## config.mk

```make
export PLATFORM = sky130hd
export DESIGN_NAME = axi_write_slave
export DESIGN_NICKNAME = d
export VERILOG_FILES = /design/src/rtl/axi_wr_pkg.sv /design/src/rtl/axi_burst_addr_gen.sv /design/src/rtl/axi_write_slave.sv
export SDC_FILE = /design/constraint.sdc
export NUM_CORES = 1
export LEC_CHECK = 0
export CELL_PAD_IN_SITES_DETAIL_PLACEMENT = 1
export CELL_PAD_IN_SITES_GLOBAL_PLACEMENT = 2
export CORE_UTILIZATION = 26
export CTS_CLUSTER_SIZE = 14
export DETAILED_ROUTE_END_ITERATION = 12
export PLACE_DENSITY = 0.86
export SETUP_SLACK_MARGIN = 0.1
export SYNTH_ARGS = -nofsm -noshare
export SYNTH_HDL_FRONTEND = slang
export SYNTH_SLANG_ARGS = --single-unit
```

## constraint.sdc

```tcl
create_clock -name clk -period 4.49 [get_ports clk]
set_input_delay 0.898 -clock clk [delete_from_list [all_inputs] [get_ports clk]]
set_output_delay 0.898 -clock clk [all_outputs]
set_load 0.02 [all_outputs]
```

## src/rtl/axi_wr_pkg.sv

```systemverilog
// Shared types and encodings for the AXI write slave and its address generator.
// Also holds the AW legality rule used by both.
package axi_wr_pkg;

  typedef enum logic [1:0] {
    StIdle,
    StData,
    StResp
  } wr_state_e;

  localparam logic [1:0] BurstFixed = 2'b00;
  localparam logic [1:0] BurstIncr  = 2'b01;
  localparam logic [1:0] BurstWrap  = 2'b10;

  localparam logic [1:0] RespOkay   = 2'b00;
  localparam logic [1:0] RespSlverr = 2'b10;

  // Reserved burst type, oversize beats, or a WRAP length the container math cannot handle.
  function automatic logic aw_illegal(input logic [2:0] size, input logic [7:0] len,
                                      input logic [1:0] burst, input logic [2:0] max_size);
    logic bad_wrap;
    bad_wrap = (burst == BurstWrap) &&
               !((len == 8'd1) || (len == 8'd3) || (len == 8'd7) || (len == 8'd15));
    return (burst == 2'b11) || (size > max_size) || bad_wrap;
  endfunction

endpackage

```

## src/rtl/axi_burst_addr_gen.sv

```systemverilog
// Computes the byte address of the next beat of an AXI burst from the current one.
// Illegal burst parameters fall back to INCR with the beat size clamped to the bus width.
module axi_burst_addr_gen
  import axi_wr_pkg::*;
#(
  parameter int unsigned AW      = 32,
  parameter int unsigned MaxSize = 3
) (
  input  logic [AW-1:0] addr,
  input  logic [2:0]    size,
  input  logic [7:0]    len,
  input  logic [1:0]    burst,
  output logic [AW-1:0] next_addr
);

  localparam logic [2:0] MaxSizeL = 3'(MaxSize);

  logic [2:0]    eff_size;
  logic [AW-1:0] step;
  logic [AW-1:0] incr_addr;
  logic [AW-1:0] wrap_mask;

  always_comb begin
    eff_size  = (size > MaxSizeL) ? MaxSizeL : size;
    step      = AW'(1) << eff_size;
    incr_addr = addr + step;
    // Container is (len+1) beats, a power of two for every legal WRAP length.
    wrap_mask = ((AW'(len) + AW'(1)) << eff_size) - AW'(1);
    next_addr = incr_addr;
    if (!aw_illegal(size, len, burst, MaxSizeL)) begin
      case (burst)
        BurstFixed: next_addr = addr;
        BurstWrap:  next_addr = (addr & ~wrap_mask) | (incr_addr & wrap_mask);
        default:    next_addr = incr_addr;
      endcase
    end
  end

endmodule

```

## src/rtl/axi_write_slave.sv

```systemverilog
// AXI write slave handling one burst at a time; each accepted beat becomes a registered
// single-cycle memory write, and the burst ends with a B response.
module axi_write_slave
  import axi_wr_pkg::*;
#(
  parameter int unsigned IDW = 12,
  parameter int unsigned AW  = 32,
  parameter int unsigned DW  = 64
) (
  input  logic              clk,
  input  logic              rst,
  input  logic [IDW-1:0]    s_axi_awid,
  input  logic [AW-1:0]     s_axi_awaddr,
  input  logic [7:0]        s_axi_awlen,
  input  logic [2:0]        s_axi_awsize,
  input  logic [1:0]        s_axi_awburst,
  input  logic              s_axi_awvalid,
  output logic              s_axi_awready,
  input  logic [DW-1:0]     s_axi_wdata,
  input  logic [DW/8-1:0]   s_axi_wstrb,
  input  logic              s_axi_wlast,
  input  logic              s_axi_wvalid,
  output logic              s_axi_wready,
  output logic [IDW-1:0]    s_axi_bid,
  output logic [1:0]        s_axi_bresp,
  output logic              s_axi_bvalid,
  input  logic              s_axi_bready,
  output logic              mem_we,
  output logic [AW-1:0]     mem_addr,
  output logic [DW-1:0]     mem_wdata,
  output logic [DW/8-1:0]   mem_wstrb
);

  localparam int unsigned MaxSize  = $clog2(DW / 8);
  localparam logic [2:0]  MaxSizeL = 3'(MaxSize);

  wr_state_e      state_q, state_d;
  logic [IDW-1:0] id_q;
  logic [AW-1:0]  addr_q;
  logic [AW-1:0]  next_addr;
  logic [7:0]     len_q;
  logic [7:0]     cnt_q;
  logic [2:0]     size_q;
  logic [1:0]     burst_q;
  logic           err_q;
  logic           aw_hs;
  logic           w_hs;
  logic           last_beat;

  assign aw_hs     = s_axi_awvalid & s_axi_awready;
  assign w_hs      = s_axi_wvalid & s_axi_wready;
  assign last_beat = (cnt_q == len_q);

  // Response fields read as zero while reset is held.
  assign s_axi_bid   = rst ? '0 : id_q;
  assign s_axi_bresp = (err_q && !rst) ? RespSlverr : RespOkay;

  axi_burst_addr_gen #(
    .AW      (AW),
    .MaxSize (MaxSize)
  ) u_addr_gen (
    .addr      (addr_q),
    .size      (size_q),
    .len       (len_q),
    .burst     (burst_q),
    .next_addr (next_addr)
  );

  always_comb begin
    state_d       = state_q;
    s_axi_awready = 1'b0;
    s_axi_wready  = 1'b0;
    s_axi_bvalid  = 1'b0;
    unique case (state_q)
      StIdle: begin
        s_axi_awready = !rst;
        if (aw_hs) state_d = StData;
      end
      StData: begin
        s_axi_wready = !rst;
        if (w_hs && last_beat) state_d = StResp;
      end
      StResp: begin
        s_axi_bvalid = !rst;
        if (s_axi_bvalid && s_axi_bready) state_d = StIdle;
      end
      default: state_d = StIdle;
    endcase
  end

  always_ff @(posedge clk) begin
    if (rst) begin
      state_q   <= StIdle;
      id_q      <= '0;
      addr_q    <= '0;
      len_q     <= '0;
      cnt_q     <= '0;
      size_q    <= '0;
      burst_q   <= '0;
      err_q     <= 1'b0;
      mem_we    <= 1'b0;
      mem_addr  <= '0;
      mem_wdata <= '0;
      mem_wstrb <= '0;
    end else begin
      state_q <= state_d;
      mem_we  <= w_hs;
      if (aw_hs) begin
        id_q    <= s_axi_awid;
        addr_q  <= s_axi_awaddr;
        len_q   <= s_axi_awlen;
        size_q  <= s_axi_awsize;
        burst_q <= s_axi_awburst;
        cnt_q   <= '0;
        err_q   <= aw_illegal(s_axi_awsize, s_axi_awlen, s_axi_awburst, MaxSizeL);
      end
      if (w_hs) begin
        mem_addr  <= addr_q;
        mem_wdata <= s_axi_wdata;
        mem_wstrb <= s_axi_wstrb;
        addr_q    <= next_addr;
        // Count saturates at awlen; the FSM leaves DATA on that beat regardless of wlast.
        if (!last_beat) cnt_q <= cnt_q + 8'd1;
        if (s_axi_wlast != last_beat) err_q <= 1'b1;
      end
    end
  end

endmodule

```

==> results.yml <==
synth:
  syn_inst: 1070
  synth_ff_type: "dfxtp_1"
  synth_top_area_share_pct: 41.2
  ys_ff_latch: 173
  synth_top_area_cell: "dfxtp_1"
  ys_warn_count: 0
  synth_area_leaders: "dfxtp_1 41%, nand2_1 13%, o21ai_0 7.6%, a21oi_1 3.6%, clkbuf_1 2.2%"
  synthArstFlopShare_pct: 0
  ys_types: 83
  synth-edff-count: 0
  synth-seq-area-share_pct: 41.2
  synth_area_um2: 8410
  avgSynthCellArea_um2: 7.86
min_path:
  hold_class: "flop to flop"
run_status:
  status: "finished, final reports clean"
routing:
  drcViolationCount: 0
  wl_per_cell_um: 16.8
  vias_per_cell: 4.89
  wirelength_mm: 28.6
  vias: 8314
  drt_iter0_markers: 367
  dr.pass1.iters: 5
  ant_nets: 0
clocking:
  htree_levels: 4
  path_clk_slew_ns: 0.07
  post_cts_buffers: 0
  post_cts_resized: 0
  holdBufCountCts: 0
  clk_path_buf_depth: 2
  cts_buffers: 17
  clock_sinks: 173
  cts_root_buf: "clkbuf_16"
  cts_tree: "yes"
  clock_latency_ns: 0.44
critical_path:
  arrival_ns: 4.10
  critPathMaxFanout: 19
  cp-end-kind: "flop"
  critPathKind: "flop to flop"
  crit_path_start_kind: "flop"
  crit_required_ns: 4.81
finish:
  seq_area_um2: 3460
  n_fill_cell: 3767
  fin_area_um2: 11800
  drive_gt1_share_pct: 6.79
  layout.cells.non_filler: 1699
  fin_nets: 1432
  synthToLayoutAreaGrowth_pct: 40.5
  multiInputGateArea_um2: 4570
timing:
  setup_violations: 0
  worst_slew_pin_slew_ns: 0.854
  final-max-slew-violation-count: 0
  rsz0062_at_grt: "no"
  min_period_ns: 3.78
  slew_headroom_pct: 43.1
  setup_tns_ns: 0
  finalCritPeriodShare_pct: 84.3
  hold_violations: 0
  finalClockSkew_ns: 0.0175
  fmax_ghz: 0.264
global_route:
  grt_usage_pct: 17.2
  grt_pass1_wl_mm: 45.3
  grt_antenna_before_repair: 1
  grt_pass1_vias: 8285
  grt-ovfl-total: 0
  grt_max_degree: 100
power_and_ir_drop:
  internal_power_uw: 2780
  p_sw_uw: 1080
  p_comb_share_pct: 16.7
  power_frac_seq_pct: 43.5
  pwr_density_cell_nw_per_um2: 327
  p_sw_share_pct: 28.1
  ir_worst_vdd_mv: 0.260
  leakage_uw: 0.00417
  clock_power_share_pct: 39.9
flow_run:
  maxCapViolations: 0
floorplan:
  dieArea_um2: 33100
  die_h_um: 182
  initial_core_util_pct: 26.5
  core_um2: 31700
  io_pins: 257
  rows: 65
  die_x_um: 182
placed_design:
  gp_congestion: 0.813
  place_inst: 1666
  hpwl_mm: 20.8
  dpl-instance-area_um2: 11200
  portBuffers: 255
## metal layers
layer | part of all wire (%) | up-vias | GRT usage [%] | wire length [µm]
met3 | 5.8 | 22 | 4.73 | 1670
met5 | 0 | - | 0 | 0
met2 | 47 | 207 | 28.4 | 13300
li1 | - | 4129 | - | -
met1 | 46 | 3956 | 21.8 | 13200
met4 | 1.5 | 0 | 4.85 | 415
## power groups by stage
stage / registers, µW / logic (µW) / clock network (µW)
after global routing: 1690 / 701 / 1650
after global placement: 1710 / 635 / 0
after CTS: 1680 / 648 / 1600
after floorplan: 1740 / 318 / 0
final: 1680 / 644 / 1540
after detailed placement: 1710 / 644 / 0
## cell type report
type,instances,area share (%)
inverters,10,0.360
multi-input cells,814,38.7
flip-flops and latches,173,29.3
repair buffers,267,22.3
diodes,1,0.0212
clock buffers,20,3.78
clock inverters,12,1.27
well taps,402,4.26
## critical path, stage by stage (launching register included)
cell	delay, ns
dfxtp_1	0.79
or2_0	0.19
buf_4	0.21
nor2_1	0.09
ha_1	0.36
a21o_1	0.17
a221o_1	0.21
nor3_1	0.09
nor3b_2	0.66
and2_1	0.25
nand4_1	0.13
a22o_1	0.22
a221o_1	0.29
## cell usage after synthesis, types with 13 or more instances
master	n
a21oi_1	60
mux2_2	13
o21ai_0	128
dfxtp_1	173
nor2b_1	14
nor3_1	19
nand3_1	18
clkbuf_1	50
nand2b_1	13
nor2_1	50
ha_1	13
xnor2_1	18
nand2_1	284
## through the flow
| step | total power [µW] | hold slack, ns | setup WS (ns) | util (%) |
|---|---|---|---|---|
| finish | 3860 | 0.457 | 0.706 | 37.2 |
| global route | 4040 | 0.481 | 0.488 | 37.2 |
| CTS | 3920 | 0.460 | 0.695 | 37.2 |
| detailed placement | 2360 | 0.450 | 0.760 | 35.4 |
| global placement | 2350 | 0.443 | 0.893 | 35.4 |
| floorplan | 2050 | 0.439 | 1.36 | - |
## logic make-up (layout without fill, tap and decap cells)
kind of cell    Yosys count  after routing  synth area share (%)
simple gates            469            469                  25.4
buf+inv                  87            309                  4.69
other cells               2              7                0.0893
fa+ha+maj                14             14                  2.17
xor+xnor                 24             24                  2.59
flops                   173            173                  41.2
mux                      19             19                  2.46
compound gates          282            282                  21.4
## path summary, 6_finish.rpt
path / from / to / slack, ns / cells after the start
setup / recovery: size_q[2] / flop / 0.71 / 12
hold / removal: mem_wdata[22] / mem_wdata[22] / 0.46 / 2
setup reg to reg: size_q[2] / flop / 0.71 / 12
hold reg to reg: mem_wdata[22] / mem_wdata[22] / 0.46 / 2
## layout by cell type, fill, tap and decap left out, types with 5 or more instances in the layout
cell / Yosys / layout
and2_1: 12 / 12
and3_1: 12 / 12
clkbuf_16: 0 / 17
inv_1: 10 / 8
nor3_1: 19 / 19
xor2_1: 5 / 5
a221oi_1: 5 / 5
clkdlybuf4s50_1: 0 / 254
nand4_1: 6 / 6
mux2i_1: 6 / 6
conb_1: 2 / 6
a31oi_1: 6 / 6
nand2b_1: 13 / 13
o21ai_0: 128 / 128
or3_1: 5 / 5
nand3_1: 18 / 18
a22o_1: 10 / 10
nand2_1: 284 / 283
a21o_1: 5 / 5
a21oi_1: 60 / 60
o22ai_1: 6 / 6
nor2_1: 50 / 50
dfxtp_1: 173 / 173
xnor2_1: 18 / 18
buf_4: 6 / 12
o211ai_1: 5 / 5
o31ai_1: 7 / 7
mux2_2: 13 / 13
nor2b_1: 14 / 14
ha_1: 13 / 13
No activity file was read; power rests on OpenSTA's default activity.
==> variant 1 (config.mk and constraints unchanged) <==
Change the parameter `IDW` from 12 to 6.
--- a/src/rtl/axi_write_slave.sv
+++ b/src/rtl/axi_write_slave.sv
@@ -3,7 +3,7 @@
 module axi_write_slave
   import axi_wr_pkg::*;
 #(
-  parameter int unsigned IDW = 12,
+  parameter int unsigned IDW = 6,
   parameter int unsigned AW  = 32,
   parameter int unsigned DW  = 64
 ) (
Ports: changed (resized s_axi_awid and s_axi_bid); port bits go from 257 to 245. No check against the original RTL was run, so the function may have changed too.
==> variant 1 against the original RTL <==
Sequential cell count decreased by 6; worst setup slack got worse by 26 ps; clock power decreased by 8%; area after synthesis barely moved; design area shrank 1.2%; total power fell by 3.6%; routed wire length rose by 0.67%; clock skew decreased by 3.6 ps; fmax decreased by 0.69%; critical path type unchanged.
==> variant 1: results (changes against the original RTL) <==
Filler cells: 3688 (-2.1%)
Detailed-routing iteration count for the pre-antenna-repair pass: 4 (-1)
Overall fraction of global-route tracks in use: 17.53% (+0.33 points)
Seq/Total Area, Yosys: 39.80% (-1.4 points)
Critical Path Max Stage Delay: 920 ps (+130 ps)
Worst Path Arrival: 4090 ps (about the same)
Library cells used by synthesis: 86 (+3.6%)
Slew at the pin with the worst max-slew slack: 1125 ps (+270.9 ps)
XOR/XNOR Fraction of Synth Area: 3.143% (+0.55 points)
Wire length of the first global-routing pass: 46130 um (+1.9%)
Cell type of the slowest stage on the worst timing path: sky130_fd_sc_hd__nor3_1
Static Leakage: 4.546 nW (+9.0%)
Grt met1 use: 21.21% (-0.61 points)
Fraction of the mapped netlist area in adder cells: 2.175% (about the same)
Number of buffers added on ports: 243 (-4.7%)
Synthesized instance count: 1024 (-4.3%)
Synthesized-area fraction occupied by ao, oa, aoi and oai cells: 16.59% (-4.8 points)
Maximum number of pins on one net before global-route repair: 97 (-3.0%)
Average via count per standard cell: 4.907 (+0.29%)
Top cell type's share of synthesized area: 39.80% (-1.4 points)
Nets@finish: 1370 (-4.3%)
Cell Area, Placed: 0.01112 mm2 (-0.88%)
Storage cell area: 0.003343 mm2 (-3.5%)
Synth area leaders: sky130_fd_sc_hd__dfxtp_1 (40%), sky130_fd_sc_hd__nand2_1 (11%), sky130_fd_sc_hd__nand3b_1 (9.2%)
Result of the run: finished, final reports clean
Global routing usage on met2: 29.42% (+1.0 points)
Top post-synthesis cells by count: sky130_fd_sc_hd__nand2_1 (248), sky130_fd_sc_hd__dfxtp_1 (167), sky130_fd_sc_hd__nand3b_1 (103), sky130_fd_sc_hd__a21oi_1 (63), sky130_fd_sc_hd__clkbuf_1 (50)
Half-perimeter wire length after detailed placement: 20320 um (-2.4%)
[variant 1: logic make-up after synthesis]
| family | after synthesis |
|---|---|
| DFF | 167 |
| adders and majority gates | 14 |
| AOI/OAI and AO/OA | 196 |
| and+or+nand+nor | 509 |
| buffers and inverters | 93 |
| xor gates and xnor gates | 28 |
| muxes | 15 |
| other | 2 |
[variant 1: worst register-to-register path, delay by kind of cell, from the launching register on]
kind | cells | cell delay [ps]
AOI/OAI and AO/OA | 4 | 690
xor gates and xnor gates | 1 | 190
adders and majority gates | 1 | 360
buffers and inverters | 1 | 210
DFF | 1 | 700
and+or+nand+nor | 5 | 1500
[variant 1: layout make-up]
| cell class | count | share of cell area, % |
|---|---|---|
| clock buffer | 18 | 3.764 |
| sequential | 167 | 28.65 |
| antenna | 2 | 0.04289 |
| clock inverter | 13 | 0.9329 |
| timing repair buffer | 252 | 21.51 |
| multi-input combinational | 768 | 40.10 |
| tap | 402 | 4.311 |
| inverter | 21 | 0.6863 |
[variant 1: per-layer routing]
metal  up-vias  part of all wire, %
met5         -                    0
li1       3979                    -
met3        31                  5.6
met4         0                  2.2
met2       156                   48
met1      3897                   44
[variant 1: worst paths after layout]
kind                  to  cells past startpoint  slack (ps)       from
min          mem_addr[7]                      2         470       flop
max                 flop                     12         680  size_q[2]
max reg2reg         flop                     12         680  size_q[2]
min reg2reg  mem_addr[7]                      2         470       flop
[variant 1: power by group]
part	switching [W]	total [W]	internal, W
logic	0.000346	0.000671	0.000326
registers	0.0000737	0.00163	0.00156
clock network	0.000681	0.00142	0.000737
total	0.00110	0.00372	0.00262
==> variant 2 (same settings) <==
Without the edit above. Reset style: asynchronous (`rst`), changed in one clocked block.
--- a/src/rtl/axi_write_slave.sv
+++ b/src/rtl/axi_write_slave.sv
@@ -88,7 +88,7 @@
     endcase
   end
 
-  always_ff @(posedge clk) begin
+  always_ff @(posedge clk or posedge rst) begin
     if (rst) begin
       state_q   <= StIdle;
       id_q      <= '0;
Check against the original RTL: differs if rst is asserted again (counterexample within 4 cycles, from zero or initial values and one cycle with rst high); with rst held inactive, the same outputs for 4 cycles.
==> variant 2 against the original RTL <==
Worst setup slack worse by 130 ps; design area rose by 5.0%; routed wire length is 3.0% higher; area after synthesis rose by 4.8%; first-iteration DRC count shrank 8.2%; sequential cell count unchanged; critical path type unchanged.
Power is not compared: it rests on default switching activity, and its combinational part moved more than twofold at a synthesized area within 25%.
==> variant 2: results (changes against the original RTL) <==
Count of warnings emitted by yosys: 0 (unchanged)
Half-perimeter wire length after detailed placement: 21190 um (+1.8%)
Seq/Total Area, Yosys: 49.15% (+8.0 points)
Maximum number of pins on one net before global-route repair: 158 (+58%)
Peak supply drop: 0.0002837 V
Antenna violations before repair: 1 (unchanged)
Part of the power in the clock network: 18.8%
Result of the run: finished, final reports clean
Via count of the first global-routing pass: 8362 (+0.93%)
Maximum level of the CTS H-tree: 4 (unchanged)
Global routing usage on met2: 27.48% (-0.92 points)
Top post-synthesis cells by count: sky130_fd_sc_hd__nand2_1 (420), sky130_fd_sc_hd__dfrtp_1 (173), sky130_fd_sc_hd__o21ai_0 (51), sky130_fd_sc_hd__nor2_1 (41), sky130_fd_sc_hd__clkbuf_1 (39)
Final WL: 29470 um (+3.0%)
Clock Pin Slew Worst Setup and Hold Paths: 70 ps (about the same)
Setup Skew: 12.53 ps (-4.923 ps)
Average via count per standard cell: 4.706 (-3.8%)
Cell type of the slowest stage on the worst timing path: sky130_fd_sc_hd__dfrtp_1
Library cells used by synthesis: 70 (-16%)
Post-Place Worst Slack: 629.0 ps (-130.8 ps)
Post-CTS Setup Inserts: 0 (unchanged)
CTS Buffer Depth: 2 (unchanged)
Seq pwr share: 34.9%
Synth area leaders: sky130_fd_sc_hd__dfrtp_1 (49%), sky130_fd_sc_hd__nand2_1 (18%), sky130_fd_sc_hd__o21ai_0 (2.9%)
Cell Area, Placed: 0.01181 mm2 (+5.3%)
Static Leakage: 5.676 nW
Syn Area/Cell: 8.421 um2 (+7.2%)
Critical Path Max Stage Delay: 650 ps (-140 ps)
Grt met1 use: 22.52% (+0.70 points)
Nets@finish: 1428 (-0.28%)
1st-iter DRT viols: 337 (-8.2%)
Detailed-routing iteration count for the pre-antenna-repair pass: 4 (-1)
Critical Path Fanout Max: 18 (-1)
Type of the tightest min-delay check: flop to flop
Slew at the pin with the worst max-slew slack: 858.7 ps (+4.890 ps)
TritonCTS Buffers: 17 (unchanged)
Total inserted antenna cells: 0 (-1)
Cell at the root of the clock tree: sky130_fd_sc_hd__clkbuf_16
Latest clock arrival within the worst-skew pair: 440 ps (about the same)
Asr flop ratio synth: 100.0% (+100 points)
Post-DR wirelength/cell: 16.94 um (+0.62%)
Design internal power: 0.004753 W
Overall fraction of global-route tracks in use: 17.20% (about the same)
Quantity of gates resized following cts: 0 (unchanged)
Power drawn by the sequential cells: 0.00284 W
Top delay family on crit path: compound AO/OA/AOI/OAI gates
Global-route track usage on met3: 3.972% (-0.76 points)
Fraction of final layout cells sized beyond drive strength 1: 4.880% (-1.9 points)
Placer's final routability congestion estimate: 0.8131 (about the same)
Placed Cells incl. Taps: 1708 (+2.5%)
Wire length of the first global-routing pass: 45900 um (+1.4%)
Number of buffers added on ports: 255 (unchanged)
[variant 2: path summary, 6_finish.rpt]
path                         startpoint      endpoint  slack, ps  cells past startpoint
setup / recovery              size_q[2]          flop        580                     12
hold / removal             mem_wstrb[4]  mem_wstrb[4]        470                      2
setup reg to reg              size_q[2]          flop        580                     12
hold reg to reg            mem_wstrb[4]  mem_wstrb[4]        470                      2
max in group asynchronous           rst  mem_wdata[0]       2320                      4
min in group asynchronous           rst    state_q[0]       1280                      3
[variant 2: cell type report]
class	count	area, um2
Fill cell	3896	21040
Sequential cell	173	4329
Multi-Input combinational cell	806	4194
Timing Repair Buffer	265	2665
Tap cell	448	560.5
Clock buffer	20	466.7
Clock inverter	11	128.9
Inverter	16	65.06
[variant 2: worst register-to-register path: stages, from the launching register on]
cell and delay (ps):
sky130_fd_sc_hd__dfrtp_1 650, sky130_fd_sc_hd__or2_1 500, sky130_fd_sc_hd__nor2_1 90, sky130_fd_sc_hd__ha_1 240, sky130_fd_sc_hd__fa_1 420, sky130_fd_sc_hd__a21o_1 200, sky130_fd_sc_hd__a21o_1 210, sky130_fd_sc_hd__a2111oi_0 400
sky130_fd_sc_hd__o21ai_0 360, sky130_fd_sc_hd__and2_1 300, sky130_fd_sc_hd__and2_1 160, sky130_fd_sc_hd__o21ai_0 150, sky130_fd_sc_hd__a22o_1 160
[variant 2: layer usage]
layer  share of wire, %  wire length (um)  vias to the layer above
li1                   -                 -                     3972
met3                5.7              1679                       35
met2                 48             14050                      199
met1                 44             13060                     3975
met4                2.2               660                        2
met5              0.048                14                        -
[variant 2: kinds of logic after synthesis]
family | synth area share [%]
buffers and inverters | 3.494
DFF | 49.15
xor gates and xnor gates | 2.386
AOI/OAI and AO/OA | 13.08
adders and majority gates | 2.074
muxes | 1.477
other | 0.08526
and+or+nand+nor | 28.25
